==> src/rtl/sub_serial_16bit_pkg.sv <==
// rtl/sub_serial_16bit_pkg.sv - shared Execute encodings for the serial subtract unit
package sub_serial_16bit_pkg;

  typedef enum logic [1:0] {
    OP_SUB     = 2'b00,
    OP_SUBS    = 2'b01,
    OP_CMP     = 2'b10,
    OP_SUB_ALT = 2'b11
  } op_e;

  typedef enum logic [1:0] {
    S_IDLE,
    S_RUN,
    S_DONE
  } state_e;

  localparam logic [15:0] SAT_POS = 16'h7FFF;
  localparam logic [15:0] SAT_NEG = 16'h8000;

  // Saturation value for a 16-bit signed overflow, chosen by the minuend sign.
  function automatic logic [15:0] sat_value(input logic neg);
    return neg ? SAT_NEG : SAT_POS;
  endfunction

endpackage

==> src/rtl/sub_serial_16bit_if.sv <==
// rtl/sub_serial_16bit_if.sv - operand/result handshake bundle for the serial subtract unit
interface sub_serial_16bit_if #(
  parameter int WIDTH = 16
);

  logic             in_valid;
  logic             in_ready;
  logic [1:0]       op;
  logic [WIDTH-1:0] a;
  logic [WIDTH-1:0] b;
  logic             out_valid;
  logic             out_ready;
  logic [WIDTH-1:0] result;
  logic             flag_n;
  logic             flag_z;
  logic             flag_v;

  modport master (
    output in_valid, op, a, b, out_ready,
    input  in_ready, out_valid, result, flag_n, flag_z, flag_v
  );

  modport slave (
    input  in_valid, op, a, b, out_ready,
    output in_ready, out_valid, result, flag_n, flag_z, flag_v
  );

endinterface

==> src/rtl/sub_serial_16bit_slice.sv <==
// rtl/sub_serial_16bit_slice.sv - combinational NIB-bit a + ~b + cin with lookahead carry
module nibble_sub_slice #(
  parameter int NIB = 4
) (
  input  logic [NIB-1:0] a,
  input  logic [NIB-1:0] nb,
  input  logic           cin,
  output logic [NIB-1:0] sum,
  output logic           cout
);

  logic [NIB-1:0] g;
  logic [NIB-1:0] p;
  logic [NIB:0]   c;
  logic           pp;

  // Each carry is the flattened OR of generate terms, no ripple through c[].
  always_comb begin
    g    = a & nb;
    p    = a ^ nb;
    c    = '0;
    pp   = 1'b1;
    c[0] = cin;
    for (int i = 0; i < NIB; i++) begin
      pp = 1'b1;
      for (int j = i; j >= 0; j--) begin
        c[i+1] = c[i+1] | (pp & g[j]);
        pp     = pp & p[j];
      end
      c[i+1] = c[i+1] | (pp & cin);
    end
    sum  = p ^ c[NIB-1:0];
    cout = c[NIB];
  end

endmodule

==> src/rtl/sub_serial_16bit.sv <==
// rtl/sub_serial_16bit.sv - multi-cycle nibble-serial subtract/compare unit with N/Z/V flags
module sub_serial_16bit
  import sub_serial_16bit_pkg::*;
#(
  parameter int WIDTH = 16,
  parameter int NIB   = 4
) (
  input  logic              clk,
  input  logic              rst_n,
  input  logic              flush,
  sub_serial_16bit_if.slave bus
);

  localparam int NSTEPS = WIDTH / NIB;
  localparam int STEP_W = (NSTEPS > 1) ? $clog2(NSTEPS) : 1;
  localparam logic [STEP_W-1:0] LAST_STEP = STEP_W'(NSTEPS - 1);

  state_e               state;
  op_e                  op_q;
  logic [STEP_W-1:0]    step;
  logic                 carry;
  logic [WIDTH-1:0]     a_q;
  logic [WIDTH-1:0]     a_sh;
  logic [WIDTH-1:0]     nb_sh;
  logic                 b_msb;
  logic [WIDTH-NIB-1:0] diff;
  logic [WIDTH-1:0]     result_q;
  logic                 n_q;
  logic                 z_q;
  logic                 v_q;
  logic                 out_valid_q;

  logic [NIB-1:0]       sum;
  logic                 cout;
  logic [WIDTH-1:0]     d_fin;
  logic [WIDTH-1:0]     res_fin;
  logic                 v_fin;
  logic                 n_fin;
  logic                 z_fin;

  nibble_sub_slice #(.NIB(NIB)) u_slice (
    .a    (a_sh[NIB-1:0]),
    .nb   (nb_sh[NIB-1:0]),
    .cin  (carry),
    .sum  (sum),
    .cout (cout)
  );

  // Final-step view: the nibble being produced now is the top of the raw diff.
  always_comb begin
    d_fin   = {sum, diff};
    v_fin   = (a_q[WIDTH-1] ^ b_msb) & (a_q[WIDTH-1] ^ d_fin[WIDTH-1]);
    res_fin = d_fin;
    if (op_q == OP_SUBS && v_fin) begin
      res_fin = {a_q[WIDTH-1], {(WIDTH-1){~a_q[WIDTH-1]}}};
    end
    n_fin = res_fin[WIDTH-1];
    z_fin = (res_fin == '0);
    if (op_q == OP_CMP) begin
      res_fin = a_q;
      n_fin   = d_fin[WIDTH-1];
      z_fin   = (d_fin == '0);
    end
  end

  always_ff @(posedge clk or negedge rst_n) begin
    if (!rst_n) begin
      state       <= S_IDLE;
      op_q        <= OP_SUB;
      step        <= '0;
      carry       <= 1'b0;
      a_q         <= '0;
      a_sh        <= '0;
      nb_sh       <= '0;
      b_msb       <= 1'b0;
      diff        <= '0;
      result_q    <= '0;
      n_q         <= 1'b0;
      z_q         <= 1'b0;
      v_q         <= 1'b0;
      out_valid_q <= 1'b0;
    end else if (flush) begin
      state       <= S_IDLE;
      out_valid_q <= 1'b0;
    end else begin
      case (state)
        S_IDLE: begin
          if (bus.in_valid) begin
            op_q  <= op_e'(bus.op);
            a_q   <= bus.a;
            a_sh  <= bus.a;
            nb_sh <= ~bus.b;
            b_msb <= bus.b[WIDTH-1];
            carry <= 1'b1;
            step  <= '0;
            state <= S_RUN;
          end
        end
        S_RUN: begin
          diff  <= {sum, diff[WIDTH-NIB-1:NIB]};
          a_sh  <= a_sh >> NIB;
          nb_sh <= nb_sh >> NIB;
          carry <= cout;
          step  <= step + 1'b1;
          if (step == LAST_STEP) begin
            result_q    <= res_fin;
            n_q         <= n_fin;
            z_q         <= z_fin;
            v_q         <= v_fin;
            out_valid_q <= 1'b1;
            state       <= S_DONE;
          end
        end
        S_DONE: begin
          if (bus.out_ready) begin
            out_valid_q <= 1'b0;
            state       <= S_IDLE;
          end
        end
        default: state <= S_IDLE;
      endcase
    end
  end

  assign bus.in_ready  = rst_n & (state == S_IDLE);
  assign bus.out_valid = out_valid_q;
  assign bus.result    = result_q;
  assign bus.flag_n    = n_q;
  assign bus.flag_z    = z_q;
  assign bus.flag_v    = v_q;

endmodule
==> src/flat_wrapper.sv <==
// flat-port wrapper written by rule: the top's interface ports become plain ports
module sub_serial_16bit_flat import sub_serial_16bit_pkg::*;
#(
  parameter int WIDTH = 16,
  parameter int NIB   = 4
)
  (clk, rst_n, flush, bus_in_valid, bus_op, bus_a, bus_b, bus_out_ready, bus_in_ready, bus_out_valid, bus_result, bus_flag_n, bus_flag_z, bus_flag_v);
  sub_serial_16bit_if #(.WIDTH(WIDTH)) bus_i ();
  input  logic clk;
  input  logic rst_n;
  input  logic flush;
  input wire logic [$bits(bus_i.in_valid)-1:0] bus_in_valid;
  input wire logic [$bits(bus_i.op)-1:0] bus_op;
  input wire logic [$bits(bus_i.a)-1:0] bus_a;
  input wire logic [$bits(bus_i.b)-1:0] bus_b;
  input wire logic [$bits(bus_i.out_ready)-1:0] bus_out_ready;
  output wire logic [$bits(bus_i.in_ready)-1:0] bus_in_ready;
  output wire logic [$bits(bus_i.out_valid)-1:0] bus_out_valid;
  output wire logic [$bits(bus_i.result)-1:0] bus_result;
  output wire logic [$bits(bus_i.flag_n)-1:0] bus_flag_n;
  output wire logic [$bits(bus_i.flag_z)-1:0] bus_flag_z;
  output wire logic [$bits(bus_i.flag_v)-1:0] bus_flag_v;
  assign bus_i.in_valid = bus_in_valid;
  assign bus_i.op = bus_op;
  assign bus_i.a = bus_a;
  assign bus_i.b = bus_b;
  assign bus_i.out_ready = bus_out_ready;
  assign bus_in_ready = bus_i.in_ready;
  assign bus_out_valid = bus_i.out_valid;
  assign bus_result = bus_i.result;
  assign bus_flag_n = bus_i.flag_n;
  assign bus_flag_z = bus_i.flag_z;
  assign bus_flag_v = bus_i.flag_v;
  sub_serial_16bit #(.WIDTH(WIDTH), .NIB(NIB)) u_core (.clk(clk), .rst_n(rst_n), .flush(flush), .bus(bus_i));
endmodule
==> config.mk <==
export PLATFORM = sky130hd
export DESIGN_NAME = sub_serial_16bit_flat
export DESIGN_NICKNAME = d
export VERILOG_FILES = /design/src/rtl/sub_serial_16bit_pkg.sv /design/src/rtl/sub_serial_16bit_if.sv /design/src/rtl/sub_serial_16bit_slice.sv /design/src/rtl/sub_serial_16bit.sv /design/src/flat_wrapper.sv
export SDC_FILE = /design/constraint.sdc
export NUM_CORES = 1
export LEC_CHECK = 0
export CAP_MARGIN = 20
export CORE_ASPECT_RATIO = 1.5
export CORE_MARGIN = 1
export CORE_UTILIZATION = 40
export CTS_CLUSTER_SIZE = 25
export DETAILED_ROUTE_END_ITERATION = 8
export SLEW_MARGIN = 10
export SYNTH_ARGS = -nofsm -noshare
export SYNTH_HDL_FRONTEND = slang
export SYNTH_SLANG_ARGS = --single-unit
==> constraint.sdc <==
create_clock -name clk -period 1.92 [get_ports clk]
set_clock_uncertainty 0.15 [all_clocks]
set_input_delay 0.192 -clock clk [delete_from_list [all_inputs] [get_ports clk]]
set_output_delay 0.192 -clock clk [all_outputs]
set_load 0.02 [all_outputs]
Word-level counts from Yosys, hierarchy flattened
Index checks and enable logic that the tools add are counted.
{"block": "totals", "ff_bits": 88, "output_inout_bits": 21, "elab_cells": 93}
{"block": "classes", "addsub": 1, "n_eq_ne": 9, "n_mux": 21, "bitwise": 36, "n_reduce_logical": 12}
{"op": "16-bit two-way mux", "count": 4}
{"op": "16-bit case mux with 2 select lines", "count": 2}
{"op": "16-bit zero test", "count": 2}
{"op": "1-bit bitwise AND", "count": 18}
{"op": "16-bit NOT", "count": 1}
{"op": "3-bit AND reduction", "count": 5}
{"op": "2-bit two-way mux", "count": 5}
{"op": "1-bit bitwise OR", "count": 10}
{"op": "4-bit bitwise XOR", "count": 2}
{"op": "2-bit == test, second input constant", "count": 3}
{"op": "1-bit two-way mux", "count": 6}
{"op": "3-bit inequality test, second input constant", "count": 2}
{"op": "2-bit case mux with 3 select lines", "count": 1}
{"op": "4-bit bitwise AND", "count": 1}
{"op": "2-bit by 1-bit == test with 1-bit output, second input constant", "count": 2}
{"op": "1-bit case mux with 2 select lines", "count": 2}
{"op": "2-bit case mux with 2 select lines", "count": 1}
{"op": "3-bit by 2-bit inequality test with 1-bit output, second input constant", "count": 1}
{"op": "3-bit nonzero test", "count": 1}
{"op": "2-bit by 1-bit adder with 2-bit output, second input constant", "count": 1}
{"op": "2-bit zero test", "count": 1}
{"op": "2-bit inequality test, second input constant", "count": 1}
{"op": "1-bit NOT", "count": 2}
{"op": "2-bit AND reduction", "count": 1}
{"op": "3 further kinds", "count": 4}

Logic depth before layout (Yosys ltp)
{"block": "depth", "ltp_word": 12, "mapped_depth": 7}

By module
A second synthesis with hierarchy kept.
{"block": "unflattened", "hier_cells": 417, "hier_area_um2": 4276.6}
{"module": "sub_serial_16bit", "instances": 1, "cells_per_inst": 400, "area_per_inst_um2": 4129.0, "seq_area_each_um2": 2202.1}
{"module": "nibble_sub_slice", "instances": 1, "cells_per_inst": 17, "area_per_inst_um2": 147.6, "seq_area_each_um2": 0.0}

Worst setup path after synthesis
No wires, ideal clock.
{"block": "synth_path", "path_type": "reg-to-reg", "from": "register u_core.nb_sh[1]", "to": "register u_core.result_q[0], in the netlist u_core.bus.result[0]", "setup_time_ps": 94, "arrival_ps": 1882, "setup_slack_ps": -205, "path_stages_with_launch": 8, "path_buffers": 1, "period_less_slack_ps": 2125, "path_cell_list": "dfrtp_1 -> ha_1 -> a41oi_1 -> o21ai_4 -> xnor2_2 -> o21ba_4 -> buf_6 -> a221oi_2"}
{"block": "synth_between", "elab_chain_cells": 11, "elab_cells_between_ends": 16, "cone_classes": "2 x mux; 13 x bitwise; 1 x reduce/logical"}
{"item": "start: declaration", "line_no": "sub_serial_16bit.sv:24", "source": "logic [WIDTH-1:0] nb_sh;"}
{"item": "start signal: assignment", "line_no": "sub_serial_16bit.sv:92", "source": "nb_sh <= ~bus.b;"}
{"item": "start signal: assignment", "line_no": "sub_serial_16bit.sv:102", "source": "nb_sh <= nb_sh >> NIB;"}
{"item": "4-bit bitwise AND or 4-bit bitwise XOR (tied branches)", "line_no": "sub_serial_16bit_slice.sv:19, sub_serial_16bit_slice.sv:20"}
{"item": "1-bit bitwise AND (on tied branches)", "line_no": "sub_serial_16bit_slice.sv:27, sub_serial_16bit_slice.sv:28"}
{"item": "1-bit bitwise OR (tied with other cells)", "line_no": "sub_serial_16bit_slice.sv:27", "source": "c[i+1] = c[i+1] | (pp & g[j]);"}
{"item": "1-bit bitwise OR or 1-bit bitwise AND (tied branches)", "line_no": "sub_serial_16bit_slice.sv:27, sub_serial_16bit_slice.sv:30"}
{"item": "1-bit bitwise OR (*)", "line_no": "sub_serial_16bit_slice.sv:30", "source": "c[i+1] = c[i+1] | (pp & cin);"}
{"item": "4-bit bitwise XOR (*)", "line_no": "sub_serial_16bit_slice.sv:32", "source": "sum = p ^ c[NIB-1:0];"}
{"item": "1-bit bitwise XOR (*)", "line_no": "sub_serial_16bit.sv:52", "source": "v_fin = (a_q[WIDTH-1] ^ b_msb) & (a_q[WIDTH-1] ^ d_fin[WIDTH-1]);"}
{"item": "1-bit bitwise AND (*)", "line_no": "sub_serial_16bit.sv:52"}
{"item": "1-bit logical AND (*)", "line_no": "sub_serial_16bit.sv:54", "source": "if (op_q == OP_SUBS && v_fin) begin"}
{"item": "16-bit two-way mux (*)", "line_no": "sub_serial_16bit.sv:54"}
{"item": "16-bit two-way mux (*)", "line_no": "sub_serial_16bit.sv:59", "source": "if (op_q == OP_CMP) begin"}
{"item": "end signal: assignment", "line_no": "sub_serial_16bit.sv:106", "source": "result_q <= res_fin;"}
{"item": "end: declaration", "line_no": "sub_serial_16bit.sv:27", "source": "logic [WIDTH-1:0] result_q;"}
Every way passes the cells marked *; elsewhere a longest branch is shown, timed or not.
A chain may end at the register's enable or synchronous reset.

Final worst setup path
{"block": "layout_path", "from": "register u_core.nb_sh[1]", "to": "register u_core.v_q, in the netlist u_core.bus.flag_v"}
{"block": "layout_between", "elab_chain_cells": 8, "elab_cells_between_ends": 13, "cone_classes": "13 x bitwise"}
{"item": "4-bit bitwise AND or 4-bit bitwise XOR (tied branches)", "line_no": "sub_serial_16bit_slice.sv:19, sub_serial_16bit_slice.sv:20"}
{"item": "1-bit bitwise AND (on tied branches)", "line_no": "sub_serial_16bit_slice.sv:27, sub_serial_16bit_slice.sv:28"}
{"item": "1-bit bitwise OR (tied with other cells)", "line_no": "sub_serial_16bit_slice.sv:27"}
{"item": "1-bit bitwise OR or 1-bit bitwise AND (tied branches)", "line_no": "sub_serial_16bit_slice.sv:27, sub_serial_16bit_slice.sv:30"}
{"item": "1-bit bitwise OR (*)", "line_no": "sub_serial_16bit_slice.sv:30"}
{"item": "4-bit bitwise XOR (*)", "line_no": "sub_serial_16bit_slice.sv:32"}
{"item": "1-bit bitwise XOR (*)", "line_no": "sub_serial_16bit.sv:52"}
{"item": "1-bit bitwise AND (*)", "line_no": "sub_serial_16bit.sv:52"}
{"item": "end signal: assignment", "line_no": "sub_serial_16bit.sv:109", "source": "v_q <= v_fin;"}
{"item": "end: declaration", "line_no": "sub_serial_16bit.sv:30", "source": "logic v_q;"}
Marks and branches as above.

==> metrics <==
hpwl dp 6.67 mm; initial antenna violation count 0; Vias/cell slightly above 5; CP required roughly 2 ns; final hold viol count 0; post-synthesis compound-gate area fraction 0.139; Switching Fraction 0.336; max-slew violations 0; final WL roughly 9.7 mm; first-pass GRT wire length 16.0 mm; Area growth syn-to-layout 33.2%; Arr. time, crit path between 2 and 2.5 ns; Clock Latency Late Sink around 0.35 ns; Clock transition at path regs ~0.06 ns; # diodes 0; FMAX 0.490 GHz; full die area between 10000 and 15000 um^2; starting DRC count in detailed routing between 200 and 250; Inserted Clock Buffers 9; post-synthesis adder-cell area fraction 0.0205; mux share of post-synthesis cell area 0.0375; row count 44; Vias 3158; Critical Path Start Type register; Post-synth EDFFs 0; Cell variety after synth 39; Psw 2.18 mW; WS Path Type reg2reg; Clock Power Share 0.275; grt ovf 0; Async S/R FF share, synth 1.00; internal power ~4.3 mW; CTS sink cnt 88; PnR worst setup slack -0.122 ns; largest family of logic cells by synthesized area simple AND/OR/NAND/NOR gates; dpl cells about 600; WL/cell around 16 um; Chip Height around 120 um; Place WS -0.223 ns; crit path time final 2.04 ns; Ports 60; Synth Cell Area slightly above 4000 um^2; register bit total from synthesis between 80 and 90; Initial Util 0.414; Combinational Power Share 0.315; RSZ-0062 raised after global routing true; # nets final about 550; Max Cap Violations 0; pin count of the biggest net entering global routing 89; simple-gate share of the synthesized area 0.214; power per cell area 1210 nW/um^2; fin crit share 1.06; Synthesis Warnings 0; Sequential Power Share 0.410; GRT Total Usage 0.201; Final Power 6.48 mW; area of the core just under 10000 um^2; DRC 7; ys flop type dfrtp_1; register area share after synthesis 0.546; post-layout util 0.551; routability cong. 0.783; port bufs 59; leakage power roughly 2.5 nW; Root Buffer clkbuf_16; Mapped Nets between 400 and 500; violated checks DRC, setup timing; layout cell share with drive strength beyond 1 0.144; CTS Buffer Depth 2; final setup violation count 19; TritonCTS clock tree built; Post-Synth XOR/XNOR Area 0.00837; Sum Neg Setup Slack -1.18 ns; worst min path class in2reg; Rel. slew slack 0.681; Worst Setup End Kind register; Worst-Margin Slew around 0.48 ns; vias in the first global route ~3.1k; critical path peak fanout 5; Avg Cell Area, Syn just over 9 um^2; H-tree depth 3; filler cell count 895; post-route ant nets 0; area occupied by multi-input gates around 1900 um^2; Pre-Repair DR Iteration Count 8; fin cells between 600 and 700; status finished with violations; die width 84.0 um; Synth Instances roughly 430; Peak VDD IR ~0.00059 V; FF+latch area around 2200 um^2
critical path: stages (launching register included):
cell and delay, ns:
dfrtp_1 0.41, ha_4 0.27, a41oi_2 0.24, o21ai_4 0.13
xnor2_4 0.28, buf_6 0.16, mux2i_4 0.21, a21oi_1 0.08
Yosys cell counts, types with 2 or more instances:
cell type    n  area, um^2
a221oi_2    10         150
ha_1         5        62.6
mux2i_1     14         140
nor3_1       2        10.0
nor3b_1      3        22.5
buf_2        8        40.0
dfrtp_1     88        2200
o21ai_0     38         190
a221oi_1     5        43.8
clkbuf_1    16        60.1
nor2b_1      3        18.8
nand2_1    136         510
nor2_1      48         180
nand2b_1     8        50.1
inv_1        6        22.5
a211oi_1     2        15.0
a21oi_1     20         100
metal layers:
layer,track usage,vias up,part of all wire
li1,-,1582,-
met5,0,-,0
met2,0.336,57,0.51
met3,0.0343,20,0.028
met4,0.104,0,0.033
met1,0.248,1499,0.43
worst paths after layout:
kind | from | end | slack [ns] | cells past startpoint
hold / removal | bus_op[0] | u_core.op_q[0] | 0.25 | 3
hold reg to reg | u_core.a_sh[13] | u_core.a_sh[13] | 0.33 | 2
setup / recovery | u_core.nb_sh[1] | u_core.bus.flag_v | -0.12 | 7
min in group asynchronous | rst_n | u_core.nb_sh[8] | 0.27 | 3
setup reg to reg | u_core.nb_sh[1] | u_core.bus.flag_v | -0.12 | 7
max in group asynchronous | rst_n | u_core.a_sh[14] | 0.97 | 3
cell usage in the layout, fill, tap and decap left out, types with 2 or more instances in the layout:
cell / synthesis / final
inv_6: 0 / 3
nand2_1: 136 / 136
inv_1: 6 / 6
nor2b_1: 3 / 2
a21oi_2: 0 / 2
nor3b_1: 3 / 3
buf_4: 1 / 17
mux2i_1: 14 / 12
a221oi_2: 10 / 15
nor2_1: 48 / 48
o21ba_4: 1 / 2
clkdlybuf4s50_1: 0 / 57
a211oi_1: 2 / 2
clkbuf_16: 0 / 9
ha_1: 5 / 3
a21oi_1: 20 / 18
dfrtp_1: 88 / 88
o21ai_4: 1 / 2
ha_4: 0 / 2
buf_12: 0 / 6
o21ai_1: 1 / 2
nand2b_1: 8 / 8
o21ai_0: 38 / 36
repair_timing:
action / CTS / global route
pin swaps: 14 / 8
setup buffers: 0 / 2
gates resized for setup: 13 / 6
endpoints found under the hold margin: 88 / 0
cloned: 1 / 0
hold buffers: 1 / 0
endpoints found under the setup margin: 20 / 19
layout make-up:
type / count / share of cell area
clock inverter: 7 / 0.0144
inverter: 6 / 0.00419
clock buffer: 9 / 0.0419
sequential: 88 / 0.410
multi-input combinational: 315 / 0.345
tap: 115 / 0.0268
timing repair buffer: 83 / 0.158
cell families (layout without fill, tap and decap cells):
group / count (synthesis) / after routing
mux: 15 / 15
xor+xnor: 3 / 3
simple gates: 209 / 209
flops: 88 / 88
fa+ha+maj: 6 / 6
buf+inv: 32 / 105
compound gates: 81 / 82
power by group through the flow:
stage               Sequential [mW]  Combinational [mW]  Clock [mW]
detailed placement             2.67                1.88           0
global route                   2.71                2.24        1.90
floorplan                      2.71               0.973           0
CTS                            2.65                1.98        1.82
finish                         2.66                2.04        1.78
global placement               2.66                1.84           0
state kept, by name (all words and copies together), names as in the netlist:
signal	cells
u_core.step	2
u_core.op_q	2
u_core.carry	1
u_core.bus.flag_z	1
u_core.state	2
u_core.bus.out_valid	1
u_core.a_q	16
u_core.a_sh	16
u_core.bus.flag_n	1
u_core.bus.result	16
u_core.bus.flag_v	1
u_core.b_msb	1
u_core.nb_sh	16
u_core.diff	12
through the flow:
stage | instance area (um^2) | hold WS, ns
after floorplan | 4070 | -0.254
after global placement | 4940 | 0.132
after detailed placement | 4940 | 0.133
after CTS | 5320 | 0.239
after global routing | 5370 | 0.259
final | 5370 | 0.248
Power figures use the tool's default switching activity.
